==> src/rtl/fir_mac_seq_if.sv <==
// Sample, result and coefficient-load bus of the time-multiplexed FIR.
// The slave modport is the filter side, the master modport the driver side.
interface fir_mac_seq_if #(
  parameter int unsigned N           = 16,
  parameter int unsigned CHANNELS    = 2,
  parameter int unsigned X_WIDTH     = 12,
  parameter int unsigned Y_WIDTH     = 12,
  parameter int unsigned COEFF_WIDTH = 16
);
  localparam int unsigned CH_W   = (CHANNELS > 1) ? $clog2(CHANNELS) : 1;
  localparam int unsigned ADDR_W = (N > 1) ? $clog2(N) : 1;

  logic                          in_valid;
  logic                          in_ready;
  logic [CH_W-1:0]               in_ch;
  logic signed [X_WIDTH-1:0]     x;
  logic                          out_valid;
  logic                          out_ready;
  logic [CH_W-1:0]               out_ch;
  logic signed [Y_WIDTH-1:0]     y;
  logic                          coeff_we;
  logic [ADDR_W-1:0]             coeff_addr;
  logic signed [COEFF_WIDTH-1:0] coeff_data;
  logic                          coeff_swap;
  logic                          swap_pending;

  modport slave (
    input  in_valid, in_ch, x, out_ready,
    input  coeff_we, coeff_addr, coeff_data, coeff_swap,
    output in_ready, out_valid, out_ch, y, swap_pending
  );

  modport master (
    output in_valid, in_ch, x, out_ready,
    output coeff_we, coeff_addr, coeff_data, coeff_swap,
    input  in_ready, out_valid, out_ch, y, swap_pending
  );
endinterface

==> src/rtl/fir_mac_seq.sv <==
// Multi-channel time-multiplexed FIR: one signed MAC shared by CHANNELS
// circular delay lines, double-buffered coefficients, saturating output.
// Optional macro FIR_MAC_SEQ_ROUND_EN: round half toward +inf before the
// output shift (default build truncates toward -inf).
module fir_mac_seq #(
  parameter int unsigned N           = 16,
  parameter int unsigned CHANNELS    = 2,
  parameter int unsigned X_WIDTH     = 12,
  parameter int unsigned Y_WIDTH     = 12,
  parameter int unsigned COEFF_WIDTH = 16,
  parameter int unsigned ACC_WIDTH   = 32,
  parameter int unsigned SHIFT       = 15
) (
  input logic          clk,
  input logic          rst,
  fir_mac_seq_if.slave bus
);

  localparam int unsigned CH_W = (CHANNELS > 1) ? $clog2(CHANNELS) : 1;
  localparam int unsigned AW   = (N > 1) ? $clog2(N) : 1;
  localparam int unsigned P_W  = X_WIDTH + COEFF_WIDTH;

  localparam logic signed [ACC_WIDTH-1:0] Y_MAX =
    ACC_WIDTH'({1'b0, {(Y_WIDTH-1){1'b1}}});
  localparam logic signed [ACC_WIDTH-1:0] Y_MIN = ~Y_MAX;

`ifdef FIR_MAC_SEQ_ROUND_EN
  localparam int unsigned RND_SH = (SHIFT > 0) ? SHIFT - 1 : 0;
  localparam logic signed [ACC_WIDTH-1:0] ACC_MAX = {1'b0, {(ACC_WIDTH-1){1'b1}}};
  localparam logic signed [ACC_WIDTH-1:0] RND =
    (SHIFT > 0) ? (ACC_WIDTH'(1) << RND_SH) : '0;
`endif

  typedef enum logic [1:0] {
    ST_IDLE = 2'd0,
    ST_MAC  = 2'd1,
    ST_OUT  = 2'd2
  } state_t;

  state_t state, state_next;

  // Datapath storage
  logic signed [X_WIDTH-1:0]     z_q      [CHANNELS][N];
  logic [AW-1:0]                 ptr_q    [CHANNELS];
  logic signed [COEFF_WIDTH-1:0] shadow_q [N];
  logic signed [COEFF_WIDTH-1:0] active_q [N];
  logic signed [ACC_WIDTH-1:0]   acc_q;
  logic [AW-1:0]                 k_q;
  logic [CH_W-1:0]               ch_q;
  logic                          swap_pending_q;

  // Registered outputs and their next values
  logic                      out_valid_q, out_valid_d;
  logic signed [Y_WIDTH-1:0] y_q, y_d;
  logic [CH_W-1:0]           out_ch_q, out_ch_d;

  // Control strobes
  logic          idle_c;
  logic          accept_c;
  logic          ch_ok_c;
  logic          mac_last_c;
  logic          copy_c;
  logic [AW-1:0] ptr_rd_c;
  logic [AW-1:0] tap_idx_c;
  logic signed [X_WIDTH-1:0]     z_rd_c;
  logic signed [COEFF_WIDTH-1:0] h_rd_c;
  logic signed [P_W-1:0]         prod_c;

  // Shift, optional round, and clamp the accumulator to the output range
  function automatic logic signed [Y_WIDTH-1:0] scale_sat(
    input logic signed [ACC_WIDTH-1:0] a
  );
    logic signed [ACC_WIDTH-1:0] r;
    r = a;
`ifdef FIR_MAC_SEQ_ROUND_EN
    if (SHIFT > 0) r = (a > ACC_MAX - RND) ? ACC_MAX : a + RND;
`endif
    r = r >>> SHIFT;
    if (r > Y_MAX)      r = Y_MAX;
    else if (r < Y_MIN) r = Y_MIN;
    return Y_WIDTH'(r);
  endfunction

  assign idle_c        = (state == ST_IDLE);
  assign bus.in_ready  = idle_c && !rst;
  assign accept_c      = bus.in_valid && bus.in_ready;
  assign ch_ok_c       = (32'(bus.in_ch) < CHANNELS);
  assign mac_last_c    = (state == ST_MAC) && (k_q == AW'(N - 1));
  assign copy_c        = idle_c && swap_pending_q;

  // Tap read address: newest sample minus k, modulo N
  always_comb begin
    ptr_rd_c  = ptr_q[ch_q];
    tap_idx_c = '0;
    if (ptr_rd_c >= k_q) tap_idx_c = ptr_rd_c - k_q;
    else                 tap_idx_c = AW'(32'(ptr_rd_c) + N - 32'(k_q));
    z_rd_c = z_q[ch_q][tap_idx_c];
    h_rd_c = active_q[k_q];
    prod_c = P_W'(z_rd_c) * P_W'(h_rd_c);
  end

  // State register
  always_ff @(posedge clk) begin
    if (rst) state <= ST_IDLE;
    else     state <= state_next;
  end

  // Next-state logic
  always_comb begin
    state_next = state;
    case (state)
      ST_IDLE: if (accept_c && ch_ok_c) state_next = ST_MAC;
      ST_MAC:  if (mac_last_c) state_next = ST_OUT;
      ST_OUT:  if (out_valid_q && bus.out_ready) state_next = ST_IDLE;
      default: state_next = ST_IDLE;
    endcase
  end

  // Output next values: present the result one cycle into OUT, hold until taken
  always_comb begin
    out_valid_d = out_valid_q;
    y_d         = y_q;
    out_ch_d    = out_ch_q;
    if (state == ST_OUT) begin
      if (!out_valid_q) begin
        out_valid_d = 1'b1;
        y_d         = scale_sat(acc_q);
        out_ch_d    = ch_q;
      end else if (bus.out_ready) begin
        out_valid_d = 1'b0;
      end
    end
  end

  // Output registers
  always_ff @(posedge clk) begin
    if (rst) begin
      out_valid_q <= 1'b0;
      y_q         <= '0;
      out_ch_q    <= '0;
    end else begin
      out_valid_q <= out_valid_d;
      y_q         <= y_d;
      out_ch_q    <= out_ch_d;
    end
  end

  assign bus.out_valid    = out_valid_q;
  assign bus.y            = y_q;
  assign bus.out_ch       = out_ch_q;
  assign bus.swap_pending = swap_pending_q;

  // Delay lines, pointers, tap counter and accumulator
  always_ff @(posedge clk) begin
    if (rst) begin
      for (int c = 0; c < int'(CHANNELS); c++) begin
        ptr_q[c] <= '0;
        for (int i = 0; i < int'(N); i++) z_q[c][i] <= '0;
      end
      acc_q <= '0;
      k_q   <= '0;
      ch_q  <= '0;
    end else begin
      if (accept_c && ch_ok_c) begin
        z_q[bus.in_ch][ptr_q[bus.in_ch]] <= bus.x;
        ch_q  <= bus.in_ch;
        acc_q <= '0;
        k_q   <= '0;
      end else if (state == ST_MAC) begin
        acc_q <= acc_q + ACC_WIDTH'(prod_c);
        if (mac_last_c) begin
          k_q         <= '0;
          ptr_q[ch_q] <= (ptr_rd_c == AW'(N - 1)) ? '0 : ptr_rd_c + AW'(1);
        end else begin
          k_q <= k_q + AW'(1);
        end
      end
    end
  end

  // Coefficient banks: shadow written any time, copied to active only in IDLE
  always_ff @(posedge clk) begin
    if (rst) begin
      for (int i = 0; i < int'(N); i++) begin
        shadow_q[i] <= '0;
        active_q[i] <= '0;
      end
      swap_pending_q <= 1'b0;
    end else begin
      if (bus.coeff_we && (32'(bus.coeff_addr) < N))
        shadow_q[bus.coeff_addr] <= bus.coeff_data;
      if (copy_c)
        for (int i = 0; i < int'(N); i++) active_q[i] <= shadow_q[i];
      swap_pending_q <= bus.coeff_swap || (swap_pending_q && !copy_c);
    end
  end

endmodule
==> src/flat_wrapper.sv <==
// flat-port wrapper written by rule: the top's interface ports become plain ports
module fir_mac_seq_flat 
#(
  parameter int unsigned N           = 16,
  parameter int unsigned CHANNELS    = 2,
  parameter int unsigned X_WIDTH     = 12,
  parameter int unsigned Y_WIDTH     = 12,
  parameter int unsigned COEFF_WIDTH = 16,
  parameter int unsigned ACC_WIDTH   = 32,
  parameter int unsigned SHIFT       = 15
)
  (clk, rst, bus_in_valid, bus_in_ch, bus_x, bus_out_ready, bus_coeff_we, bus_coeff_addr, bus_coeff_data, bus_coeff_swap, bus_in_ready, bus_out_valid, bus_out_ch, bus_y, bus_swap_pending);
  fir_mac_seq_if #(.N(N), .CHANNELS(CHANNELS), .X_WIDTH(X_WIDTH), .Y_WIDTH(Y_WIDTH), .COEFF_WIDTH(COEFF_WIDTH)) bus_i ();
  input logic clk;
  input logic rst;
  input wire logic [$bits(bus_i.in_valid)-1:0] bus_in_valid;
  input wire logic [$bits(bus_i.in_ch)-1:0] bus_in_ch;
  input wire logic [$bits(bus_i.x)-1:0] bus_x;
  input wire logic [$bits(bus_i.out_ready)-1:0] bus_out_ready;
  input wire logic [$bits(bus_i.coeff_we)-1:0] bus_coeff_we;
  input wire logic [$bits(bus_i.coeff_addr)-1:0] bus_coeff_addr;
  input wire logic [$bits(bus_i.coeff_data)-1:0] bus_coeff_data;
  input wire logic [$bits(bus_i.coeff_swap)-1:0] bus_coeff_swap;
  output wire logic [$bits(bus_i.in_ready)-1:0] bus_in_ready;
  output wire logic [$bits(bus_i.out_valid)-1:0] bus_out_valid;
  output wire logic [$bits(bus_i.out_ch)-1:0] bus_out_ch;
  output wire logic [$bits(bus_i.y)-1:0] bus_y;
  output wire logic [$bits(bus_i.swap_pending)-1:0] bus_swap_pending;
  assign bus_i.in_valid = bus_in_valid;
  assign bus_i.in_ch = bus_in_ch;
  assign bus_i.x = bus_x;
  assign bus_i.out_ready = bus_out_ready;
  assign bus_i.coeff_we = bus_coeff_we;
  assign bus_i.coeff_addr = bus_coeff_addr;
  assign bus_i.coeff_data = bus_coeff_data;
  assign bus_i.coeff_swap = bus_coeff_swap;
  assign bus_in_ready = bus_i.in_ready;
  assign bus_out_valid = bus_i.out_valid;
  assign bus_out_ch = bus_i.out_ch;
  assign bus_y = bus_i.y;
  assign bus_swap_pending = bus_i.swap_pending;
  fir_mac_seq #(.N(N), .CHANNELS(CHANNELS), .X_WIDTH(X_WIDTH), .Y_WIDTH(Y_WIDTH), .COEFF_WIDTH(COEFF_WIDTH), .ACC_WIDTH(ACC_WIDTH), .SHIFT(SHIFT)) u_core (.clk(clk), .rst(rst), .bus(bus_i));
endmodule
==> config.mk <==
export PLATFORM = sky130hd
export DESIGN_NAME = fir_mac_seq_flat
export DESIGN_NICKNAME = d
export VERILOG_FILES = /design/src/rtl/fir_mac_seq_if.sv /design/src/rtl/fir_mac_seq.sv /design/src/flat_wrapper.sv
export SDC_FILE = /design/constraint.sdc
export NUM_CORES = 2
export LEC_CHECK = 0
export ABC_AREA = 1
export CAP_MARGIN = 20
export CORE_AREA = 5 5 349 248
export DETAILED_ROUTE_END_ITERATION = 6
export DIE_AREA = 0 0 354 253
export PLACE_DENSITY = 0.77
export SYNTH_ARGS = -nofsm -noshare
export SYNTH_HDL_FRONTEND = slang
export SYNTH_SLANG_ARGS = --single-unit
==> constraint.sdc <==
create_clock -name clk -period 12.59 [get_ports clk]
set_input_delay 2.518 -clock clk [delete_from_list [all_inputs] [get_ports clk]]
set_output_delay 2.518 -clock clk [all_outputs]
set_load 0.1 [all_outputs]
# [Word-level counts from Yosys, hierarchy flattened]
# Memory sizes are Yosys's and may differ from the RTL's. A register that Yosys moved wholly into a read port is not among the register bits.
# Index checks and enable logic that the tools add are counted.
[word_totals] romBits=0 memories=4 ramBits=904 register_bits=54 in_bits=39 latchBits=0 out_inout_bits=16
[classes] n_lt_le_gt_ge=6 mul=1 addsub=6 div_mod_pow=0 bitwise=19 n_eq_ne=7 mux=63 n_reduce_logical=17 shift=0
[memory_table] name="u_core.z_q" words=2 word_bits=192 rd=1 rd_clocked_by_memory_dff=1 write_ports=2 line_no="fir_mac_seq.sv:43" text="logic signed [X_WIDTH-1:0] z_q [CHANNELS][N];"
[memory_table] name="u_core.active_q" words=16 word_bits=16 rd=1 rd_clocked_by_memory_dff=1 write_ports=16 line_no="fir_mac_seq.sv:46" text="logic signed [COEFF_WIDTH-1:0] active_q [N];"
[memory_table] name="u_core.shadow_q" words=16 word_bits=16 rd=16 rd_clocked_by_memory_dff=0 write_ports=16 line_no="fir_mac_seq.sv:45" text="logic signed [COEFF_WIDTH-1:0] shadow_q [N];"
[memory_table] name="u_core.ptr_q" words=2 word_bits=4 rd=2 rd_clocked_by_memory_dff=1 write_ports=2 line_no="fir_mac_seq.sv:44" text="logic [AW-1:0] ptr_q [CHANNELS];"
[ops] op="two-way mux 192 bit" n=3
[ops] op="two-way mux 16 bit" n=17
[ops] op="OR reduction 192 bit" n=1
[ops] op="two-way mux 12 bit" n=5
[ops] op="binary-select mux 12 bit (select 4 bit)" n=1
[ops] op="demux 12 bit (select 4 bit)" n=1
[ops] op="adder 32 x 28 -> 32 bit" n=1
[ops] op="multiplier 12 x 16 -> 28 bit" n=1
[ops] op="two-way mux 4 bit" n=7
[ops] op="two-way mux 1 bit" n=25
[ops] op="greater-than comparator 17 x 12 -> 1 bit, second input constant" n=1
[ops] op="< comparator 17 x 12 -> 1 bit, second input constant" n=1
[ops] op="bitwise OR 1 bit" n=16
[ops] op="OR reduction 16 bit" n=1
[ops] op="adder 4 x 1 -> 4 bit, second input constant" n=3
[ops] op=">= comparator 5 bit, second input constant" n=2
[ops] op="inverter 4 -> 5 bit" n=2
[ops] op="== test 4 bit, second input constant" n=2
[ops] op="subtractor 4 bit" n=2
[ops] op="logical AND 1 bit" n=7
[ops] op="two-way mux 2 bit" n=3
[ops] op="one-hot mux 2 bit (3 select lines)" n=1
[ops] op="< comparator 5 x 1 -> 1 bit, second input constant" n=1
[ops] op=">= comparator 4 bit" n=1
[ops] op="12 further kinds" n=14

# [Longest topological paths before layout]
[depth] ltp_word=9 mapped_depth=43

# [Least setup slack after synthesis]
# Ideal clock, no wire load.
[synth_timing] path_type="input port to flip-flop" start="input rst" end="memory u_core.active_q[0][0] (enable)" slack_ps=2833 path_buffers=4 t_arrival_ps=7794 path_stages=6 path_cell_list="buf_2 > clkinv_1 > clkbuf_1 > clkbuf_1 > clkbuf_1 > nand2_1"
[synth_lines] item="start, declared" line_no="flat_wrapper.sv:15" text="input logic rst;"
[synth_lines] item="end, declared" line_no="fir_mac_seq.sv:46"

==> impl_metrics.csv <==
group,metric,value,unit
global_route,grt_max_degree,102,
clock_network,cts_buffer_depth,3,
global_route,grt_pass1_vias,33815,
sta,max_freq,106,MHz
finish,syn_to_final_growth,8.62,%
sta,fin_worst_skew,41.6,ps
placement,detailed_place_hpwl,85800,um
setup_path,arrival,9970,ps
outcome,failed_checks,"design-rule violations",
synth,syn_nets,5337,
setup_path,max_stage_delay,780,ps
synth,ys_seq_area_frac,0.574,
synth,synth_top_flop_cell,"edfxtp_1",
clock_network,tritoncts,"done",
sta,drv_slew,0,
setup_path,worstSetupEndpointType,"flop",
sta,slew_headroom,0.306,
sta,period_needed,9420,ps
setup_path,crit_slowest_cell,"dfxtp_4",
clock_network,cts_root_buf,"clkbuf_16",
setup_path,worstPathMaxFanout,57,
setup_path,worstSetupPathType,"reg -> reg",
synth,synthCells,4986,
outcome,status,"finished, violations left",
clock_network,clock-sinks,963,
setup_path,crit_top_cell,"fa_1",
placement,globalplace.congestion,0.930,
route,viasPerCell,5.77,
synth,yosysMostFrequentCell,"nor2_1",
synth,synth.distinct_cells,39,
route,routedWlPerCell,21.4,um
floorplan,die_h,253,um
clock_network,post_cts_buffers,0,
sta,hold_slack,465,ps
global_route,grt_use_total,0.292,
route,dr.pass1.iters,7,
synth,synth_common_cells,"nor2_1 (1020), nand2_1 (934), edfxtp_1 (904)",
sta,worst_pin_slew,1040,ps
clock_network,clock_latency,680,ps
setup_path,worstPathRequired,13130,ps
global_route,grt.overflow.total,0,
placement,port_buffers,54,
floorplan,start_util,0.593,
setup_path,path_delay_family,"adder cells",
clock_network,holdBufCountCts,0,
sta,rsz0062_at_grt,"no",
synth,avgSynthCellArea,9.90,um^2
route,drtIter0Drc,4853,
finish,nets,5299,
floorplan,fp.coreArea,0.0832,mm^2
synth,synth.area.top_cells,"edfxtp_1 (55%), fa_1 (9.1%), nor2_1 (7.8%), nand2_1 (7.1%), inv_1 (5.1%)",
sta,setup_violations,0,
clock_network,clkTransAtPathRegs,60,ps
floorplan,die_width,354,um
synth,yosys_warnings,0,
sta,setup_tns,0,ps
global_route,grt_pass1_wl,201000,um
synth,synth-edff-count,904,
synth,async_flop_share,0,
clock_network,h-tree-depth,3,
floorplan,io_pins,55,
setup_path,cp.buffers_inverters,7,
floorplan,die_area,0.0896,mm^2
route,ant_nets,0,
worst_hold_path,min_path_type,"reg -> reg",
synth,yosysTopAreaCell,"edfxtp_1",
route,drc_errors,23,
finish,num_antenna_cells,0,
route,finalWirelength,131000,um
synth,synth_seq_cells,963,
sta,hold_viol,0,
job,maxCapViolations,0,
worst_hold_path,hold_start,"u_core.bus.y[3]",
synth,syn_area,0.0494,mm^2
finish,fillers,6340,
floorplan,rows,89,
sta,period_share,0.748,
global_route,antenna_found_initial,1,
setup_path,cp-start-kind,"flop",
finish,drive_above_1_share,0.0490,
route,num_vias,35290,
clock_network,numCtsBuffers,91,
synth,synth_top_area_frac,0.550,
clock_network,cts.repair.resized,0,
[flip-flops by register name (all words and copies together) (netlist names), named ones only]
name / flops
u_core.z_q: 384
u_core.active_q: 256
u_core.shadow_q: 256
u_core.acc_q: 32
u_core.bus.y: 12
u_core.ptr_q: 8
u_core.k_q: 4
u_core.state: 2
u_core.bus.out_ch: 1
u_core.bus.out_valid: 1
u_core.bus.swap_pending: 1
u_core.ch_q: 1
[cells by family after synthesis]
family / synth area share
mux: 0.000203
buf+inv: 0.0747
fa+ha+maj: 0.113
xor+xnor: 0.00421
simple gates: 0.196
compound gates: 0.0377
flops: 0.574
[layer usage]
layer,vias up,wire length [um],GRT usage
met5,-,0,0
met4,0,3120,0.0728
met3,223,16800,0.0725
met2,2051,57300,0.434
met1,17058,53900,0.440
li1,15958,-,-
[worst min-delay path: cells and delay by family, from the launching register on]
kind	cells	cell delay (ps)
and+or+nand+nor	1	60
AOI/OAI and AO/OA	1	50
DFF	1	310
[cell type report]
cell class              count  area [um^2]  share of cell area
flip-flops and latches    963        28300               0.528
multi-input cells        3087        17400               0.325
inverters                 676         2540              0.0475
clock buffers             116         2400              0.0448
well taps                1092         1370              0.0255
repair buffers            129         1160              0.0217
clock inverters            53          404             0.00754
[through the flow]
step | cell area, um^2 | cells | utilization | setup slack, ps
5_1_grt | 53600 | 6116 | 0.645 | 2680
4_1_cts | 53500 | 6105 | 0.643 | 3310
2_1_floorplan | 49400 | 4986 | - | 2830
3_3_place_gp | 50600 | 5932 | 0.609 | 3420
6_report | 53600 | 6116 | 0.645 | 3170
3_5_place_dp | 50700 | 5936 | 0.609 | 3310
[placed cells by master, fill, tap and decap left out, types with 20 or more instances in the layout]
cell,n
a21oi_1,124
buf_4,70
clkbuf_1,22
clkbuf_16,91
clkdlybuf4s50_1,53
clkinv_1,24
clkinv_2,20
dfxtp_1,56
edfxtp_1,904
fa_1,225
ha_1,86
inv_1,664
nand2_1,932
nand3_1,429
nor2_1,1011
o211ai_1,26
o21ai_0,140
[path summary, 6_finish.rpt]
check / endpoint / slack, ps / cells past startpoint
max: u_core.acc_q[22] / 3170 / 29
min: u_core.bus.y[3] / 460 / 2
max reg2reg: u_core.acc_q[22] / 3170 / 29
min reg2reg: u_core.bus.y[3] / 460 / 2
Power is left out: the tool's default activity adds up to more than one toggle a clock period on the data nets, which glitch-free logic cannot reach.
